## src/rtl/mem_lsu.sv

```systemverilog
// Memory-stage load/store unit: issues one data-bus transaction per load/store,
// aligns load data, builds store lanes and raises misaligned / bus-fault exceptions.
//
// state    | meaning
// ---------+------------------------------------------------------------
// IDLE     | decode op; request the bus or flag a misaligned access
// WAIT_RSP | request granted, waiting for rvalid (pipeline stalled)
// DONE     | one-cycle writeback / fault report from captured response
module mem_lsu #(
    parameter int DATA_WIDTH  = 32,
    parameter int ADDR_WIDTH  = 32,
    parameter int RADDR_WIDTH = 5
) (
    input  logic                   clk_i,
    input  logic                   rst_n_i,
    input  logic [3:0]             mem_op_i,
    input  logic [ADDR_WIDTH-1:0]  mem_addr_i,
    input  logic [DATA_WIDTH-1:0]  mem_data_i,
    input  logic                   mem_we_i,
    input  logic [RADDR_WIDTH-1:0] reg_waddr_i,
    input  logic                   reg_we_i,
    input  logic [DATA_WIDTH-1:0]  reg_wdata_i,
    input  logic                   flush_i,
    output logic [RADDR_WIDTH-1:0] reg_waddr_o,
    output logic                   reg_we_o,
    output logic [DATA_WIDTH-1:0]  reg_wdata_o,
    output logic                   stallreq_o,
    output logic                   exc_valid_o,
    output logic [3:0]             exc_cause_o,
    output logic [ADDR_WIDTH-1:0]  exc_tval_o,
    output logic                   bus_req_o,
    output logic                   bus_we_o,
    output logic [3:0]             bus_be_o,
    output logic [ADDR_WIDTH-1:0]  bus_addr_o,
    output logic [DATA_WIDTH-1:0]  bus_wdata_o,
    input  logic                   bus_gnt_i,
    input  logic                   bus_rvalid_i,
    input  logic                   bus_err_i,
    input  logic [DATA_WIDTH-1:0]  bus_rdata_i
);

    localparam logic [3:0] OP_LB  = 4'd1;
    localparam logic [3:0] OP_LH  = 4'd2;
    localparam logic [3:0] OP_LW  = 4'd3;
    localparam logic [3:0] OP_LBU = 4'd4;
    localparam logic [3:0] OP_LHU = 4'd5;
    localparam logic [3:0] OP_SB  = 4'd6;
    localparam logic [3:0] OP_SH  = 4'd7;
    localparam logic [3:0] OP_SW  = 4'd8;

    localparam logic [3:0] CAUSE_LD_MISALIGN = 4'd4;
    localparam logic [3:0] CAUSE_LD_FAULT    = 4'd5;
    localparam logic [3:0] CAUSE_ST_MISALIGN = 4'd6;
    localparam logic [3:0] CAUSE_ST_FAULT    = 4'd7;

    typedef enum logic [1:0] {
        IDLE     = 2'd0,
        WAIT_RSP = 2'd1,
        DONE     = 2'd2
    } state_t;

    state_t                state_q, state_d;
    logic [DATA_WIDTH-1:0] load_q;
    logic                  err_q;
    logic                  drop_q;

    logic                  is_load, is_store, is_valid, misaligned, issue;
    logic [1:0]            lane;
    logic [7:0]            rd_byte;
    logic [15:0]           rd_half;
    logic [DATA_WIDTH-1:0] load_aligned, store_data;
    logic [3:0]            lane_be;
    logic                  unused_we;

    // The access kind is decoded from mem_op_i alone; mem_we_i is redundant.
    assign unused_we = mem_we_i;

    assign lane     = mem_addr_i[1:0];
    assign is_load  = (mem_op_i >= OP_LB) && (mem_op_i <= OP_LHU);
    assign is_store = (mem_op_i >= OP_SB) && (mem_op_i <= OP_SW);
    assign is_valid = is_load || is_store;
    assign issue    = is_valid && !misaligned && !flush_i;

    always_comb begin
        misaligned = 1'b0;
        case (mem_op_i)
            OP_LH, OP_LHU, OP_SH: misaligned = lane[0];
            OP_LW, OP_SW:         misaligned = (lane != 2'b00);
            default:              misaligned = 1'b0;
        endcase
    end

    assign rd_byte = bus_rdata_i[8*lane +: 8];
    assign rd_half = lane[1] ? bus_rdata_i[31:16] : bus_rdata_i[15:0];

    always_comb begin
        load_aligned = bus_rdata_i;
        case (mem_op_i)
            OP_LB:   load_aligned = {{(DATA_WIDTH-8){rd_byte[7]}}, rd_byte};
            OP_LBU:  load_aligned = {{(DATA_WIDTH-8){1'b0}}, rd_byte};
            OP_LH:   load_aligned = {{(DATA_WIDTH-16){rd_half[15]}}, rd_half};
            OP_LHU:  load_aligned = {{(DATA_WIDTH-16){1'b0}}, rd_half};
            default: load_aligned = bus_rdata_i;
        endcase
    end

    always_comb begin
        lane_be    = 4'b1111;
        store_data = mem_data_i;
        case (mem_op_i)
            OP_LB, OP_LBU, OP_SB: begin
                lane_be    = 4'b0001 << lane;
                store_data = {(DATA_WIDTH/8){mem_data_i[7:0]}};
            end
            OP_LH, OP_LHU, OP_SH: begin
                lane_be    = lane[1] ? 4'b1100 : 4'b0011;
                store_data = {(DATA_WIDTH/16){mem_data_i[15:0]}};
            end
            default: begin
                lane_be    = 4'b1111;
                store_data = mem_data_i;
            end
        endcase
    end

    always_ff @(posedge clk_i or negedge rst_n_i) begin
        if (!rst_n_i) begin
            state_q <= IDLE;
        end else begin
            state_q <= state_d;
        end
    end

    // A flush while waiting only marks the response for silent disposal.
    always_ff @(posedge clk_i or negedge rst_n_i) begin
        if (!rst_n_i) begin
            load_q <= '0;
            err_q  <= 1'b0;
            drop_q <= 1'b0;
        end else if (state_q == WAIT_RSP) begin
            if (bus_rvalid_i) begin
                load_q <= load_aligned;
                err_q  <= bus_err_i;
                drop_q <= 1'b0;
            end else if (flush_i) begin
                drop_q <= 1'b1;
            end
        end
    end

    always_comb begin
        state_d = state_q;
        case (state_q)
            IDLE:     if (issue && bus_gnt_i) state_d = WAIT_RSP;
            WAIT_RSP: if (bus_rvalid_i) state_d = (drop_q || flush_i) ? IDLE : DONE;
            DONE:     state_d = IDLE;
            default:  state_d = IDLE;
        endcase
    end

    // Every output is held at zero while reset is asserted, including passthroughs.
    always_comb begin
        reg_waddr_o = '0;
        reg_we_o    = 1'b0;
        reg_wdata_o = '0;
        stallreq_o  = 1'b0;
        exc_valid_o = 1'b0;
        exc_cause_o = 4'd0;
        exc_tval_o  = '0;
        bus_req_o   = 1'b0;
        bus_we_o    = 1'b0;
        bus_be_o    = 4'd0;
        bus_addr_o  = '0;
        bus_wdata_o = '0;
        if (rst_n_i) begin
            reg_waddr_o = reg_waddr_i;
            reg_wdata_o = reg_wdata_i;
            case (state_q)
                IDLE: begin
                    if (flush_i) begin
                        reg_we_o = 1'b0;
                    end else if (!is_valid) begin
                        reg_we_o = reg_we_i;
                    end else if (misaligned) begin
                        exc_valid_o = 1'b1;
                        exc_cause_o = is_load ? CAUSE_LD_MISALIGN : CAUSE_ST_MISALIGN;
                        exc_tval_o  = mem_addr_i;
                    end else begin
                        stallreq_o  = 1'b1;
                        bus_req_o   = 1'b1;
                        bus_we_o    = is_store;
                        bus_be_o    = lane_be;
                        bus_addr_o  = {mem_addr_i[ADDR_WIDTH-1:2], 2'b00};
                        bus_wdata_o = is_store ? store_data : '0;
                    end
                end
                WAIT_RSP: stallreq_o = 1'b1;
                DONE: begin
                    if (!flush_i) begin
                        if (err_q) begin
                            exc_valid_o = 1'b1;
                            exc_cause_o = is_load ? CAUSE_LD_FAULT : CAUSE_ST_FAULT;
                            exc_tval_o  = mem_addr_i;
                        end else if (is_load) begin
                            reg_wdata_o = load_q;
                            reg_we_o    = reg_we_i;
                        end
                    end
                end
                default: stallreq_o = 1'b0;
            endcase
        end
    end

endmodule

```

## config.mk

```make
export PLATFORM = sky130hd
export DESIGN_NAME = mem_lsu
export DESIGN_NICKNAME = d
export VERILOG_FILES = /design/src/rtl/mem_lsu.sv
export SDC_FILE = /design/constraint.sdc
export NUM_CORES = 1
export LEC_CHECK = 0
export CORE_AREA = 2 2 113 115
export CTS_CLUSTER_DIAMETER = 40
export DETAILED_ROUTE_END_ITERATION = 10
export DIE_AREA = 0 0 115 117
export GPL_ROUTABILITY_DRIVEN = 0
export GPL_TIMING_DRIVEN = 1
export PLACE_DENSITY = 0.78
export SYNTH_ARGS = -nofsm -noshare
export SYNTH_HDL_FRONTEND = slang
export SYNTH_SLANG_ARGS = --single-unit
```

## constraint.sdc

```tcl
create_clock -name clk_i -period 2.9 [get_ports clk_i]
set_clock_uncertainty 0.15 [all_clocks]
set_input_delay 0.58 -clock clk_i [delete_from_list [all_inputs] [get_ports clk_i]]
set_output_delay 0.58 -clock clk_i [all_outputs]
set_load 0.03 [all_outputs]
```

==> summary by stage <==
Critical path
The worst setup path is of the input pin to primary output kind. The terminus of the critical flop-to-flop path is load_q[29]$_DFFE_PN0P_. The worst register-to-register path has a depth of 6.

The type of element capturing the critical path is a primary output. The number of buffer and inverter stages on the critical path is 4. The startpoint of the worst setup timing path is mem_op_i[0]. The setup slack of the worst register-to-register path is 0.51 ns. The type of origin of the critical path is an input pin. Data arrives at the worst endpoint at 2.46 ns. Among the stages of the critical path, the cell type that occurs most often is sky130_fd_sc_hd__buf_6.

The delay of the slowest critical-path stage is 0.55 ns. Grouping stages by cell kind, the critical path spends the most delay in compound AO/OA/AOI/OAI gates. The startpoint of the lowest-slack register-to-register path is state_q[1]$_DFFE_PN0P_. STA puts the critical path data required time at 2.17 ns. In this run the worst path has a maximum fanout of 8.

The master of the slowest instance on the critical path is sky130_fd_sc_hd__or4b_4. Traced cell by cell, the critical path runs through buf_6 -> or4b_4 -> o21bai_4 -> a211o_4 -> buf_12 -> buf_16 -> a21boi_4 -> buf_6.

Yosys
After synthesis, the mean cell area works out to 8.24 um^2. After synthesis, flip-flops and latches occupy 22.2% of the total area. After synthesis the netlist holds a flip-flop and latch count of 36.

The count of warnings emitted by yosys is 0. Of all flip-flops after synthesis, the portion carrying an async set or reset was 100%. In this run, synthesis inferred 0 flip-flops with an integrated enable. The predominant post-synthesis flop cell is sky130_fd_sc_hd__dfrtp_1. In the synthesized netlist, the number of instances is 493. After synthesis the cells add up to 0.00406 mm^2. The netlist uses 64 different library cells.

Global route
Across every metal layer, demand over resource in global routing totals 27.5%. The number of global-route vias before repair is 5471. Global routing finished with a remaining overflow of 0.

The wire length of the first global-routing pass is 28900 um. Entering global routing, the biggest net connects 44 pins. The number of antenna violations at the first check in global routing is 1.

Routing
The total iterations of the first detailed-routing run is 5. In this run the remaining antenna-violating nets after routing total 0. After detailed routing, the average wire length per cell comes to 20.4 um. The overall routed net length is 19600 um. For this block, the via count after detailed routing is 5306. The via count normalized by instance count is 5.50. The DRC marker count from the first detailed-route iteration is 280. The count of unresolved DRC violations after routing is 0.

Clock network
The clock latency reported for the late side of the worst-skew pair is 0.28 ns. TritonCTS built the clock tree. Clock tree synthesis selected as its root buffer the cell sky130_fd_sc_hd__clkbuf_16.

Clock tree synthesis found a total of 36 sinks. CTS built an H-tree with a depth of 2. The clock passes through at most 2 buffers. Buffers inserted during clock tree synthesis total 5.

The clock-pin slew of the registers on the worst-case setup and hold paths is 0.06 ns.

Timing
The transition time at the pin with the least slew margin is 1.03 ns. The achievable frequency is 0.314 GHz. The final count of pins violating max slew is 0. The clock period minus final worst setup slack is 3.19 ns. The total count of hold-check failures in the final report was 0. Setup repair after global routing could not meet its margin everywhere. The sum of negative setup slack is -12.27 ns.

The final worst slack is -0.288 ns. The period utilization is 110%. The worst relative slew slack is 30.8%. Setup violations remaining at the end of the flow were counted as 103.

The tightest hold margin is 0.229 ns.

Placed design
The setup slack after placement is -0.604 ns. Once placement finished, the instance area stood at 0.00745 mm^2. Summed over all nets, the half-perimeter wirelength after detailed placement is 13600 um. The count of port buffers added during placement is 286.

Outcome
The run finished, with violations left. The final reports fail on negative setup slack.

Run
The max-capacitance violation count is 0.

Floorplanning
The top-level I/O count is 291. The floorplan has 41 rows. Once the floorplan was initialized, standard cells occupied 33.0% of the core. The placeable core area is 0.0123 mm^2. In this run the horizontal extent of the chip is 115 um. The die covers 0.0135 mm^2. The die boundary height is 117 um.

Min path
The tightest min-delay check is of the input pin to asynchronous set/reset pin type.

Layout
Compared with the post-synthesis result, the final layout area differs by 109%. The final standard cell utilization of the core is 69.0%. The net count of the finished layout is 957.

The fraction of layout cells with a size suffix above 1 is 44.6%. The final design instance area without fill is 0.00849 mm^2.

Pwr
The worst-case IR drop observed on VDD is 0.227 mV. The leakage power is 0.00380 uW. The cell area power density is 291 mW/mm^2.
## cells by family after synthesis
| group | Yosys count | synth area share, % |
|---|---|---|
| flops | 36 | 22.2 |
| simple gates | 179 | 25.7 |
| other cells | 1 | 0.0923 |
| compound gates | 165 | 30.7 |
| xor+xnor | 3 | 0.647 |
| mux | 50 | 12.6 |
| buf+inv | 59 | 8.01 |
## report_power, final
part | switching (uW) | internal, uW | total [uW] | leakage (uW)
Clock | 203 | 404 | 608 | 0.0000809
Sequential | 109 | 670 | 779 | 0.000435
Combinational | 487 | 598 | 1090 | 0.00329
Total | 800 | 1670 | 2470 | 0.00380
## layout by cell type, fill, tap and decap left out, types with 9 or more instances in the layout
cell                                n
sky130_fd_sc_hd__a21boi_4          30
sky130_fd_sc_hd__a21oi_1           17
sky130_fd_sc_hd__a21oi_2            9
sky130_fd_sc_hd__a221o_1           16
sky130_fd_sc_hd__and2_1            31
sky130_fd_sc_hd__and2_4            18
sky130_fd_sc_hd__buf_12            22
sky130_fd_sc_hd__buf_4            120
sky130_fd_sc_hd__buf_6             74
sky130_fd_sc_hd__clkdlybuf4s50_1  135
sky130_fd_sc_hd__dfrtp_1           36
sky130_fd_sc_hd__mux2i_1           47
sky130_fd_sc_hd__nand2_1           29
sky130_fd_sc_hd__nand3_1           11
sky130_fd_sc_hd__nor2b_2           29
sky130_fd_sc_hd__nor3_1            10
sky130_fd_sc_hd__o21ai_0           17
## cell usage after synthesis (2+ instances only)
library cell / number / area [um^2]
sky130_fd_sc_hd__nor2_1: 14 / 52.6
sky130_fd_sc_hd__dfrtp_1: 36 / 901
sky130_fd_sc_hd__or4b_4: 2 / 27.5
sky130_fd_sc_hd__a21oi_1: 26 / 130
sky130_fd_sc_hd__a211oi_1: 7 / 52.6
sky130_fd_sc_hd__buf_6: 6 / 67.6
sky130_fd_sc_hd__buf_1: 2 / 7.51
sky130_fd_sc_hd__xor2_1: 2 / 17.5
sky130_fd_sc_hd__nand3_1: 11 / 55.1
sky130_fd_sc_hd__buf_2: 14 / 70.1
sky130_fd_sc_hd__a2111oi_0: 6 / 52.6
sky130_fd_sc_hd__buf_4: 11 / 82.6
sky130_fd_sc_hd__a21boi_0: 7 / 52.6
sky130_fd_sc_hd__o21a_1: 2 / 15.0
sky130_fd_sc_hd__nor3_1: 11 / 55.1
sky130_fd_sc_hd__o21ai_0: 21 / 105
sky130_fd_sc_hd__o22a_1: 8 / 70.1
sky130_fd_sc_hd__nand3b_1: 5 / 37.5
sky130_fd_sc_hd__or2_2: 2 / 12.5
sky130_fd_sc_hd__o22ai_1: 7 / 43.8
sky130_fd_sc_hd__and3b_1: 2 / 17.5
sky130_fd_sc_hd__and2_1: 49 / 307
sky130_fd_sc_hd__and3_1: 2 / 12.5
sky130_fd_sc_hd__inv_1: 4 / 15.0
sky130_fd_sc_hd__o41ai_1: 3 / 26.3
sky130_fd_sc_hd__a221o_1: 16 / 160
sky130_fd_sc_hd__a21boi_2: 11 / 124
sky130_fd_sc_hd__clkbuf_1: 22 / 82.6
sky130_fd_sc_hd__a31oi_1: 2 / 12.5
sky130_fd_sc_hd__a22oi_1: 8 / 60.1
sky130_fd_sc_hd__o21bai_1: 3 / 22.5
sky130_fd_sc_hd__o2bb2ai_1: 8 / 70.1
sky130_fd_sc_hd__nand2b_1: 2 / 12.5
sky130_fd_sc_hd__a21boi_1: 17 / 128
sky130_fd_sc_hd__a21oi_2: 3 / 26.3
sky130_fd_sc_hd__nor2b_1: 36 / 225
sky130_fd_sc_hd__mux2i_1: 49 / 490
sky130_fd_sc_hd__nand2_1: 30 / 113
## routing by layer
| metal | part of all wire, % | wire length, um | track usage (%) |
|---|---|---|---|
| met5 | 0 | 0 | 0 |
| met2 | 53 | 10500 | 50.4 |
| met3 | 6.6 | 1300 | 4.84 |
| met1 | 37 | 7180 | 31.1 |
| met4 | 3.4 | 674 | 12.9 |
## what timing repair did
item,4_1_cts,5_1_grt
gates cloned,7,2
hold buffers,0,0
endpoints found under the setup margin,153,130
setup buffers,14,7
pin swaps,36,11
gates resized for setup,157,26
## cell type report
| cell class | count | area [um^2] |
|---|---|---|
| clock buffer | 6 | 129 |
| fill | 882 | 3820 |
| multi-input combinational | 400 | 3450 |
| timing repair buffer | 365 | 3770 |
| tap | 150 | 188 |
| clock inverter | 2 | 35.0 |
| inverter | 4 | 15.0 |
| antenna | 2 | 5.00 |
| sequential | 36 | 901 |
## sequential cells by signal, summed over array words and instances (netlist names)
| register | cells |
|---|---|
| drop_q | 1 |
| err_q | 1 |
| load_q | 32 |
| state_q | 2 |
## through the flow
step	instances	power, uW
finish	965	2470
floorplan	495	1300
global placement	929	1740
global route	964	2580
detailed placement	929	1760
CTS	957	2440
## how the worst max path moves through the flow
stage	end	cells after the start
CTS	exc_tval_o[14]	9
finish	exc_tval_o[29]	8
global placement	exc_tval_o[31]	7
global route	exc_tval_o[29]	8
floorplan	bus_wdata_o[25]	7
detailed placement	exc_tval_o[1]	7
Power figures use the tool's default switching activity.
